## src/rtl/hazard_pkg.sv

```systemverilog
// Shared types and constants for the pipeline hazard controller.
package hazard_pkg;

   // Controller states; the 2'b11 encoding is illegal and recovers to HZ_RUN.
   typedef enum logic [1:0] {
      HZ_RUN      = 2'd0,
      HZ_LU_STALL = 2'd1,
      HZ_REDIRECT = 2'd2
   } hz_state_t;

   // Architectural zero register: never a real producer.
   localparam logic [4:0] REG_X0 = 5'd0;

   // Pipeline control bundle driven to PC, IF/ID and ID/EX.
   typedef struct packed {
      logic pc_en;
      logic ifid_en;
      logic ifid_flush;
      logic idex_flush;
      logic idex_flush_fwd;
   } hz_ctrl_t;

   // Normal flow: everything advances, nothing is cleared.
   localparam hz_ctrl_t CTRL_RUN   = '{pc_en: 1'b1, ifid_en: 1'b1, ifid_flush: 1'b0,
                                       idex_flush: 1'b0, idex_flush_fwd: 1'b0};
   // Load-use bubble: hold PC and IF/ID, inject a bubble into ID/EX.
   localparam hz_ctrl_t CTRL_LU    = '{pc_en: 1'b0, ifid_en: 1'b0, ifid_flush: 1'b0,
                                       idex_flush: 1'b0, idex_flush_fwd: 1'b1};
   // Mispredict squash: PC loads the corrected target, younger stages cleared.
   localparam hz_ctrl_t CTRL_FLUSH = '{pc_en: 1'b1, ifid_en: 1'b0, ifid_flush: 1'b1,
                                       idex_flush: 1'b1, idex_flush_fwd: 1'b0};
   // Reset: freeze PC, clear both pipeline registers.
   localparam hz_ctrl_t CTRL_RESET = '{pc_en: 1'b0, ifid_en: 1'b0, ifid_flush: 1'b1,
                                       idex_flush: 1'b1, idex_flush_fwd: 1'b0};

   // Down-counter preload for a multi-cycle event: the first cycle is spent
   // in the state that detected the event, so the counter covers cyc-1 more.
   function automatic logic [1:0] cnt_init(input int cyc);
      if (cyc > 1) begin
         return 2'(cyc - 2);
      end
      return 2'd0;
   endfunction

endpackage

```

## src/rtl/ld_use_detect.sv

```systemverilog
// Combinational load-use comparator: flags an ID instruction that reads the
// destination of a load currently in EX. Also usable by the forwarding unit.
module ld_use_detect
   import hazard_pkg::*;
(
   input  logic       i_id_valid,
   input  logic [4:0] i_id_rs1_addr,
   input  logic [4:0] i_id_rs2_addr,
   input  logic       i_id_rs1_used,
   input  logic       i_id_rs2_used,
   input  logic [4:0] i_ex_rd_addr,
   input  logic       i_ex_isload,
   output logic       o_lu_hit
);

   logic rs1_match;
   logic rs2_match;

   // Source matches only count when the instruction actually reads that source.
   always_comb begin
      rs1_match = i_id_rs1_used && (i_id_rs1_addr == i_ex_rd_addr);
      rs2_match = i_id_rs2_used && (i_id_rs2_addr == i_ex_rd_addr);
      o_lu_hit  = i_id_valid && i_ex_isload && (i_ex_rd_addr != REG_X0) &&
                  (rs1_match || rs2_match);
   end

endmodule

```

## src/rtl/pipeline_hazard_ctrl.sv

```systemverilog
// Pipeline hazard controller: load-use stalls, mispredict flushes and
// saturating stall/flush performance counters. Outputs are combinational
// from state and inputs; ID/EX, IF/ID and PC sample them on the next edge.
// Legal parameter ranges: LOAD_USE_CYC 1..4, REDIRECT_CYC 1..4.
module pipeline_hazard_ctrl
   import hazard_pkg::*;
#(
   parameter int LOAD_USE_CYC = 1,
   parameter int REDIRECT_CYC = 1,
   parameter int CNT_W        = 32
) (
   input  logic             i_clk,
   input  logic             i_rst,
   input  logic             i_id_valid,
   input  logic [4:0]       i_id_rs1_addr,
   input  logic [4:0]       i_id_rs2_addr,
   input  logic             i_id_rs1_used,
   input  logic             i_id_rs2_used,
   input  logic [4:0]       i_ex_rd_addr,
   input  logic             i_ex_isload,
   input  logic             i_ex_mispred,
   output logic             o_pc_en,
   output logic             o_ifid_en,
   output logic             o_ifid_flush,
   output logic             o_idex_flush,
   output logic             o_idex_flush_fwd,
   output logic [CNT_W-1:0] o_stall_cnt,
   output logic [CNT_W-1:0] o_flush_cnt,
   output logic [1:0]       o_dbg_state
);

   localparam logic [1:0] LU_INIT = cnt_init(LOAD_USE_CYC);
   localparam logic [1:0] RD_INIT = cnt_init(REDIRECT_CYC);

   hz_state_t        state_q, state_d;
   logic [1:0]       cnt_q, cnt_d;
   logic [CNT_W-1:0] stall_cnt_q, stall_cnt_d;
   logic [CNT_W-1:0] flush_cnt_q, flush_cnt_d;
   hz_ctrl_t         ctrl;
   logic             lu_hit;

   ld_use_detect u_ld_use_detect (
      .i_id_valid    (i_id_valid),
      .i_id_rs1_addr (i_id_rs1_addr),
      .i_id_rs2_addr (i_id_rs2_addr),
      .i_id_rs1_used (i_id_rs1_used),
      .i_id_rs2_used (i_id_rs2_used),
      .i_ex_rd_addr  (i_ex_rd_addr),
      .i_ex_isload   (i_ex_isload),
      .o_lu_hit      (lu_hit)
   );

   // Next state and control outputs; a mispredict overrides everything,
   // including a same-cycle load-use hit on the instruction being squashed.
   always_comb begin
      state_d = state_q;
      cnt_d   = cnt_q;
      ctrl    = CTRL_RUN;
      if (i_ex_mispred) begin
         ctrl    = CTRL_FLUSH;
         state_d = (REDIRECT_CYC > 1) ? HZ_REDIRECT : HZ_RUN;
         cnt_d   = RD_INIT;
      end else begin
         case (state_q)
            HZ_RUN: begin
               if (lu_hit) begin
                  ctrl = CTRL_LU;
                  if (LOAD_USE_CYC > 1) begin
                     state_d = HZ_LU_STALL;
                     cnt_d   = LU_INIT;
                  end
               end
            end
            HZ_LU_STALL: begin
               // EX holds a bubble here, so the hit is not re-evaluated.
               ctrl = CTRL_LU;
               if (cnt_q == 2'd0) begin
                  state_d = HZ_RUN;
               end else begin
                  cnt_d = cnt_q - 2'd1;
               end
            end
            HZ_REDIRECT: begin
               ctrl = CTRL_FLUSH;
               if (cnt_q == 2'd0) begin
                  state_d = HZ_RUN;
               end else begin
                  cnt_d = cnt_q - 2'd1;
               end
            end
            default: begin
               state_d = HZ_RUN;
               cnt_d   = 2'd0;
            end
         endcase
      end
      if (i_rst) begin
         ctrl = CTRL_RESET;
      end
   end

   // Saturating performance counters; reset cycles are never counted.
   always_comb begin
      stall_cnt_d = stall_cnt_q;
      flush_cnt_d = flush_cnt_q;
      if (!ctrl.pc_en && (stall_cnt_q != {CNT_W{1'b1}})) begin
         stall_cnt_d = stall_cnt_q + CNT_W'(1);
      end
      if (i_ex_mispred && (flush_cnt_q != {CNT_W{1'b1}})) begin
         flush_cnt_d = flush_cnt_q + CNT_W'(1);
      end
   end

   // State, down-counter and performance counter registers.
   always_ff @(posedge i_clk) begin
      if (i_rst) begin
         state_q     <= HZ_RUN;
         cnt_q       <= 2'd0;
         stall_cnt_q <= '0;
         flush_cnt_q <= '0;
      end else begin
         state_q     <= state_d;
         cnt_q       <= cnt_d;
         stall_cnt_q <= stall_cnt_d;
         flush_cnt_q <= flush_cnt_d;
      end
   end

   assign o_pc_en          = ctrl.pc_en;
   assign o_ifid_en        = ctrl.ifid_en;
   assign o_ifid_flush     = ctrl.ifid_flush;
   assign o_idex_flush     = ctrl.idex_flush;
   assign o_idex_flush_fwd = ctrl.idex_flush_fwd;
   assign o_stall_cnt      = stall_cnt_q;
   assign o_flush_cnt      = flush_cnt_q;
   assign o_dbg_state      = state_q;

endmodule

```

## config.mk

```make
export PLATFORM = sky130hd
export DESIGN_NAME = pipeline_hazard_ctrl
export DESIGN_NICKNAME = d
export VERILOG_FILES = /design/src/rtl/hazard_pkg.sv /design/src/rtl/ld_use_detect.sv /design/src/rtl/pipeline_hazard_ctrl.sv
export SDC_FILE = /design/constraint.sdc
export NUM_CORES = 1
export LEC_CHECK = 0
export ABC_AREA = 0
export CORE_MARGIN = 3
export CORE_UTILIZATION = 45
export CTS_BUF_LIST = sky130_fd_sc_hd__clkbuf_8
export DETAILED_ROUTE_END_ITERATION = 10
export PLACE_DENSITY = 0.75
export SLEW_MARGIN = 20
export SYNTH_ARGS = -nofsm -noshare
export SYNTH_HDL_FRONTEND = slang
export SYNTH_SLANG_ARGS = --single-unit
```

## constraint.sdc

```tcl
create_clock -name i_clk -period 6.45 [get_ports i_clk]
set_clock_uncertainty 0.1 [all_clocks]
set_input_delay 1.29 -clock i_clk [delete_from_list [all_inputs] [get_ports i_clk]]
set_output_delay 1.29 -clock i_clk [all_outputs]
set_load 0.01 [all_outputs]
```

==> flow_metrics.env, run 1 <==
export IMPL_path_class="input pin to output port"
export IMPL_post_cts_buffers=0
export IMPL_dp_cells=586
export IMPL_area_growth_pct=34.3
export IMPL_synth_main_ff_cell="dfxtp_1"
export IMPL_clock_latency_ns=0.34
export IMPL_max_cap_viol_count=0
export IMPL_vias=3283
export IMPL_syn_area_um2=3310
export IMPL_drcViolationCount=0
export IMPL_hpwl_um=5870
export IMPL_clock_tree_buffer_depth=2
export IMPL_pre_cts_ws_ns=1.38
export IMPL_synth_cell_type_count=52
export IMPL_setup_viol=0
export IMPL_ctsHtreeMaxLevel=3
export IMPL_worst_path_largest_cell_delay_ns=0.56
export IMPL_relSlewSlack_pct=45.8
export IMPL_worstPathMaxFanout=7
export IMPL_ir_drop_mv=0.102
export IMPL_period_share_pct=78.0
export IMPL_drive_gt1_share_pct=5.15
export IMPL_synth_edf_count=0
export IMPL_n_antenna_cell=0
export IMPL_final_antenna_net_count=0
export IMPL_power_leakage_nw=1.39
export IMPL_crit_buf_inv=2
export IMPL_die_w_um=91.7
export IMPL_wl_per_cell_um=13.3
export IMPL_status="finished, final reports clean"
export IMPL_drv_slew=0
export IMPL_end_kind="output port"
export IMPL_first_pass_iters=5
export IMPL_routed_wl_um=7980
export IMPL_routabilityCongestion=0.841
export IMPL_cp_data_arrival_time_ns=3.64
export IMPL_final_cell_mix="89 x clkdlybuf4s50_1, 64 x dfxtp_1, 54 x nor2_1"
export IMPL_pwr_density_cell_nw_per_um2=174
export IMPL_rsz0062_at_grt="no"
export IMPL_hold_slack_ns=0.406
export IMPL_syn_area_per_cell_um2=7.99
export IMPL_grt_max_degree=72
export IMPL_grt_pass1_vias=3012
export IMPL_port_buffers=90
export IMPL_critPathRequiredTime_ns=5.06
export IMPL_final_cells=601
export IMPL_rows=30
export IMPL_root_buffer="clkbuf_8"
export IMPL_tightest_slew_ns=0.805
export IMPL_antenna_found_initial=0
export IMPL_numCtsBuffers=9
export IMPL_io_pins=93
export IMPL_hp_class="flip-flop to flip-flop"
export IMPL_crit_family="buffers and inverters"
export IMPL_fmax_mhz=199
export IMPL_yosysSeqAreaShare_pct=38.7
export IMPL_crit_chain="clkdlybuf4s50_1 -> or4_1 -> o211ai_1 -> nor2_1 -> a21oi_1 -> clkdlybuf4s50_1"
export IMPL_nNetsFinal=525
export IMPL_drtIter0Drc=99
export IMPL_grt_ovfl_total=0
export IMPL_cts_resized=0
export IMPL_ctsHoldBuffers=0
export IMPL_globalRouteTotalUtil_pct=19.1
export IMPL_start_util_pct=47.6
export IMPL_clk_pin_slew_ns=0.06
export IMPL_core_area_um2=6940
export IMPL_synthCells=414
export IMPL_viasPerCell=5.46
export IMPL_hold_violations=0
export IMPL_grt_pass1_wl_um=13400
export IMPL_die_height_um=91.7
export IMPL_dieArea_um2=8420
export IMPL_finalWorstSetupSlack_ns=1.42
export IMPL_fin_tns_setup_ns=0
export IMPL_ys_warn_count=0
export IMPL_cts_tree="built"
export IMPL_slowest_stage="clkdlybuf4s50_1"
export IMPL_synth_seq_cells=64
export IMPL_cts_num_sinks=64
export IMPL_layout_commonest_cell="clkdlybuf4s50_1"
export IMPL_crit_top_cell="clkdlybuf4s50_1"
export IMPL_fin_crit_ns=5.03
export IMPL_startpoint_type="input pin"
export IMPL_synth_async_reset_ratio_pct=0
[state kept, by name, indices dropped and copies added, names as in the netlist]
signal,flops
o_stall_cnt,32
o_flush_cnt,32
[layer usage]
metal,global-route usage [%],part of all wire (%),vias up
met3,5.09,5.0,9
met1,24.5,47,1526
met5,0,0,-
met2,31.1,47,93
li1,-,-,1655
met4,6.44,1.5,0
[power breakdown]
| part | switching [mW] | total (mW) | internal (mW) |
|---|---|---|---|
| combinational | 0.0209 | 0.0442 | 0.0233 |
| clock | 0.153 | 0.332 | 0.179 |
| sequential | 0.00226 | 0.399 | 0.396 |
[through the flow]
stage | total power [mW] | utilization (%) | area, um^2
finish | 0.775 | 64.0 | 4440
floorplan | 0.430 | - | 3310
CTS | 0.781 | 64.0 | 4440
detailed placement | 0.452 | 61.2 | 4250
global route | 0.801 | 64.0 | 4440
global placement | 0.451 | 61.2 | 4250
[layout make-up]
class	count	area, um^2
clock buffer	13	179
clock inverter	2	12.5
fill	631	2500
inverter	13	48.8
multi-input combinational	322	1900
sequential	64	1280
tap	96	120
timing repair buffer	91	903
[synthesized netlist by cell type, types with 4 or more instances]
cell type  count  area [um^2]
xnor2_1       22          193
or3_1         28          175
nand4_1       20          125
or4_1          4         30.0
o21ai_1        4         20.0
nand2_1       31          116
nand3_1       27          135
dfxtp_1       64         1280
xor2_1        14          123
clkbuf_1       7         26.3
inv_1         13         48.8
nor4_1         5         31.3
nor3_1        11         55.1
mux2_1         6         67.6
nor2_1        54          203
a21oi_1       29          145
nor2b_1        8         50.1
o21ai_0       21          105
[worst reg2reg max path: stages (launching register included)]
cell     delay, ns
dfxtp_1       0.45
nand4_2       0.20
or4_4         0.59
nor2_2        0.11
nand3_2       0.22
nor4b_1       0.41
mux2_1        0.36
[cells by family after synthesis]
kind of cell             synth area share, %
flip-flops                              38.7
AND/OR/NAND/NOR                         33.0
buffers and inverters                   3.97
multiplexers                            2.65
other                                  0.113
XOR/XNOR                                9.53
AO/OA/AOI/OAI                           11.3
adder cells (fa/ha/maj)                0.756
[worst paths after layout]
check | from | end | slack (ns) | depth (start not counted)
worst max-delay path | i_ex_rd_addr[1] | o_pc_en | 1.42 | 6
worst min-delay path | o_stall_cnt[22] | o_stall_cnt[22] | 0.41 | 2
worst max register to register | o_stall_cnt[8] | o_stall_cnt[25] | 3.90 | 6
worst min register to register | o_stall_cnt[22] | o_stall_cnt[22] | 0.41 | 2
(Power assumes the default switching activity.)
==> inputs of run 2 (changes only) <==
Settings changed: PLACE_DENSITY 0.75 to 0.78.
Clock period 6.45 ns to 4.3 ns, I/O delays scaled along.
==> run 2 against run 1 <==
- count of clock-buffer cells in the layout shrank 3
- global-route usage grew 0.85 points
- critical path depth is the same
- sequential share of layout area shrank 0.33 points
- die area is the same
- cell area grew 1.2%
- sequential power grew 50%
- register-to-register slack lost 2.1 ns
- first-iteration DRC count grew 120%
==> flow_metrics.env, run 2 (same netlist as run 1, synthesis figures left out) <==
export IMPL_status="finished, final reports clean"
export IMPL_viasPerCell=5.38
export IMPL_io_pins=93
export IMPL_fin_tns_setup_ns=0
export IMPL_routabilityCongestion=0.849
export IMPL_drv_slew=0
export IMPL_grt_max_degree=72
export IMPL_hpwl_um=5970
export IMPL_p_switching_uw=272
export IMPL_fmax_mhz=248
export IMPL_power_switching_share_pct=21.9
export IMPL_cts_num_sinks=64
export IMPL_worstPathMaxFanout=4
export IMPL_numCtsBuffers=9
export IMPL_die_w_um=91.7
export IMPL_setup_viol=0
export IMPL_tightest_slew_ns=0.803
export IMPL_seqPwrFrac_pct=48.1
export IMPL_cts_tree="built"
export IMPL_port_buffers=90
export IMPL_first_pass_iters=6
export IMPL_clk_pin_slew_ns=0.07
export IMPL_multi_input_area_um2=1900
export IMPL_start_util_pct=47.6
export IMPL_nNetsFinal=528
export IMPL_layout_commonest_cell="clkdlybuf4s50_1"
export IMPL_power_frac_comb_pct=5.5
export IMPL_drtIter0Drc=214
export IMPL_antenna_found_initial=0
export IMPL_max_cap_viol_count=0
export IMPL_die_height_um=91.7
export IMPL_pwr_density_cell_nw_per_um2=276
export IMPL_clock_power_share_pct=46.4
export IMPL_n_antenna_cell=0
export IMPL_rsz0062_at_grt="no"
export IMPL_root_buffer="clkbuf_8"
export IMPL_p_int_uw=970
export IMPL_final_cell_mix="89 x clkdlybuf4s50_1, 64 x dfxtp_1, 54 x nor2_1"
export IMPL_ctsHtreeMaxLevel=3
export IMPL_clock_tree_buffer_depth=2
export IMPL_routed_wl_um=8160
export IMPL_drive_gt1_share_pct=5.89
export IMPL_grt_ovfl_total=0
export IMPL_ctsHoldBuffers=0
export IMPL_startpoint_type="input pin"
export IMPL_post_cts_buffers=0
export IMPL_vias=3255
export IMPL_grt_pass1_wl_um=13900
export IMPL_critPathRequiredTime_ns=3.34
export IMPL_wl_per_cell_um=13.5
export IMPL_core_area_um2=6940
export IMPL_power_mw=1.24
export IMPL_ir_drop_mv=0.210
export IMPL_area_growth_pct=35.9
export IMPL_period_share_pct=93.9
export IMPL_fillCellCount=585
export IMPL_hold_violations=0
export IMPL_end_kind="output port"
export IMPL_dieArea_um2=8420
export IMPL_clock_latency_ns=0.34
export IMPL_relSlewSlack_pct=46.0
export IMPL_cts_resized=0
export IMPL_hp_class="flip-flop to flip-flop"
export IMPL_final_antenna_net_count=0
export IMPL_regArea_um2=1280
export IMPL_path_class="input pin to output port"
export IMPL_drcViolationCount=0
export IMPL_rows=30
export IMPL_grt_pass1_vias=3009
export IMPL_power_leakage_nw=1.42
export IMPL_globalRouteTotalUtil_pct=20.0
export IMPL_cp_data_arrival_time_ns=3.08
export IMPL_fin_crit_ns=4.04
-- run 2: cell type report --
class | instances | share of cell area, %
sequential | 64 | 28.5
clock buffer | 10 | 3.06
clock inverter | 6 | 1.84
tap | 96 | 2.67
multi-input combinational | 322 | 42.2
inverter | 13 | 1.09
timing repair buffer | 94 | 20.6
-- run 2: power by group through the flow --
stage	combinational, mW	sequential, mW	clock, mW
4_1_cts	0.0696	0.598	0.586
3_3_place_gp	0.0674	0.611	0
5_1_grt	0.0753	0.598	0.615
6_report	0.0687	0.598	0.576
3_5_place_dp	0.0695	0.611	0
2_1_floorplan	0.0330	0.612	0
-- run 2: layer usage --
metal | GRT usage (%) | part of all wire, % | vias to the layer above
met5 | 0 | 0 | -
met4 | 8.79 | 2.1 | 0
met3 | 3.77 | 4.2 | 12
met2 | 33.4 | 49 | 87
met1 | 25.0 | 45 | 1502
li1 | - | - | 1654
-- run 2: path summary, 6_finish.rpt --
path              cells after the start       startpoint  slack (ns)               to
setup reg to reg                      6  o_stall_cnt[19]        1.77  o_stall_cnt[15]
setup / recovery                      6  i_ex_rd_addr[1]        0.26          o_pc_en
hold reg to reg                       2  o_flush_cnt[22]        0.41  o_flush_cnt[22]
hold / removal                        2  o_flush_cnt[22]        0.41  o_flush_cnt[22]
-- run 2: worst max-delay path: stages --
cell             delay [ns]
clkdlybuf4s50_1        0.46
or4_1                  0.53
o211ai_1               0.42
nor2_1                 0.10
a21oi_1                0.15
clkdlybuf4s50_1        0.55
-- run 2: per-stage QoR --
step / hold slack, ns / instances / cell area [um^2] / util [%] / setup slack, ns
after floorplan: 0.414 / 415 / 3310 / - / 1.25
after global placement: 0.389 / 589 / 4280 / 61.6 / 0.272
after detailed placement: 0.396 / 589 / 4280 / 61.6 / 0.251
after CTS: 0.410 / 605 / 4500 / 64.7 / 0.261
after global routing: 0.432 / 605 / 4500 / 64.7 / 0.169
final: 0.407 / 605 / 4500 / 64.7 / 0.260
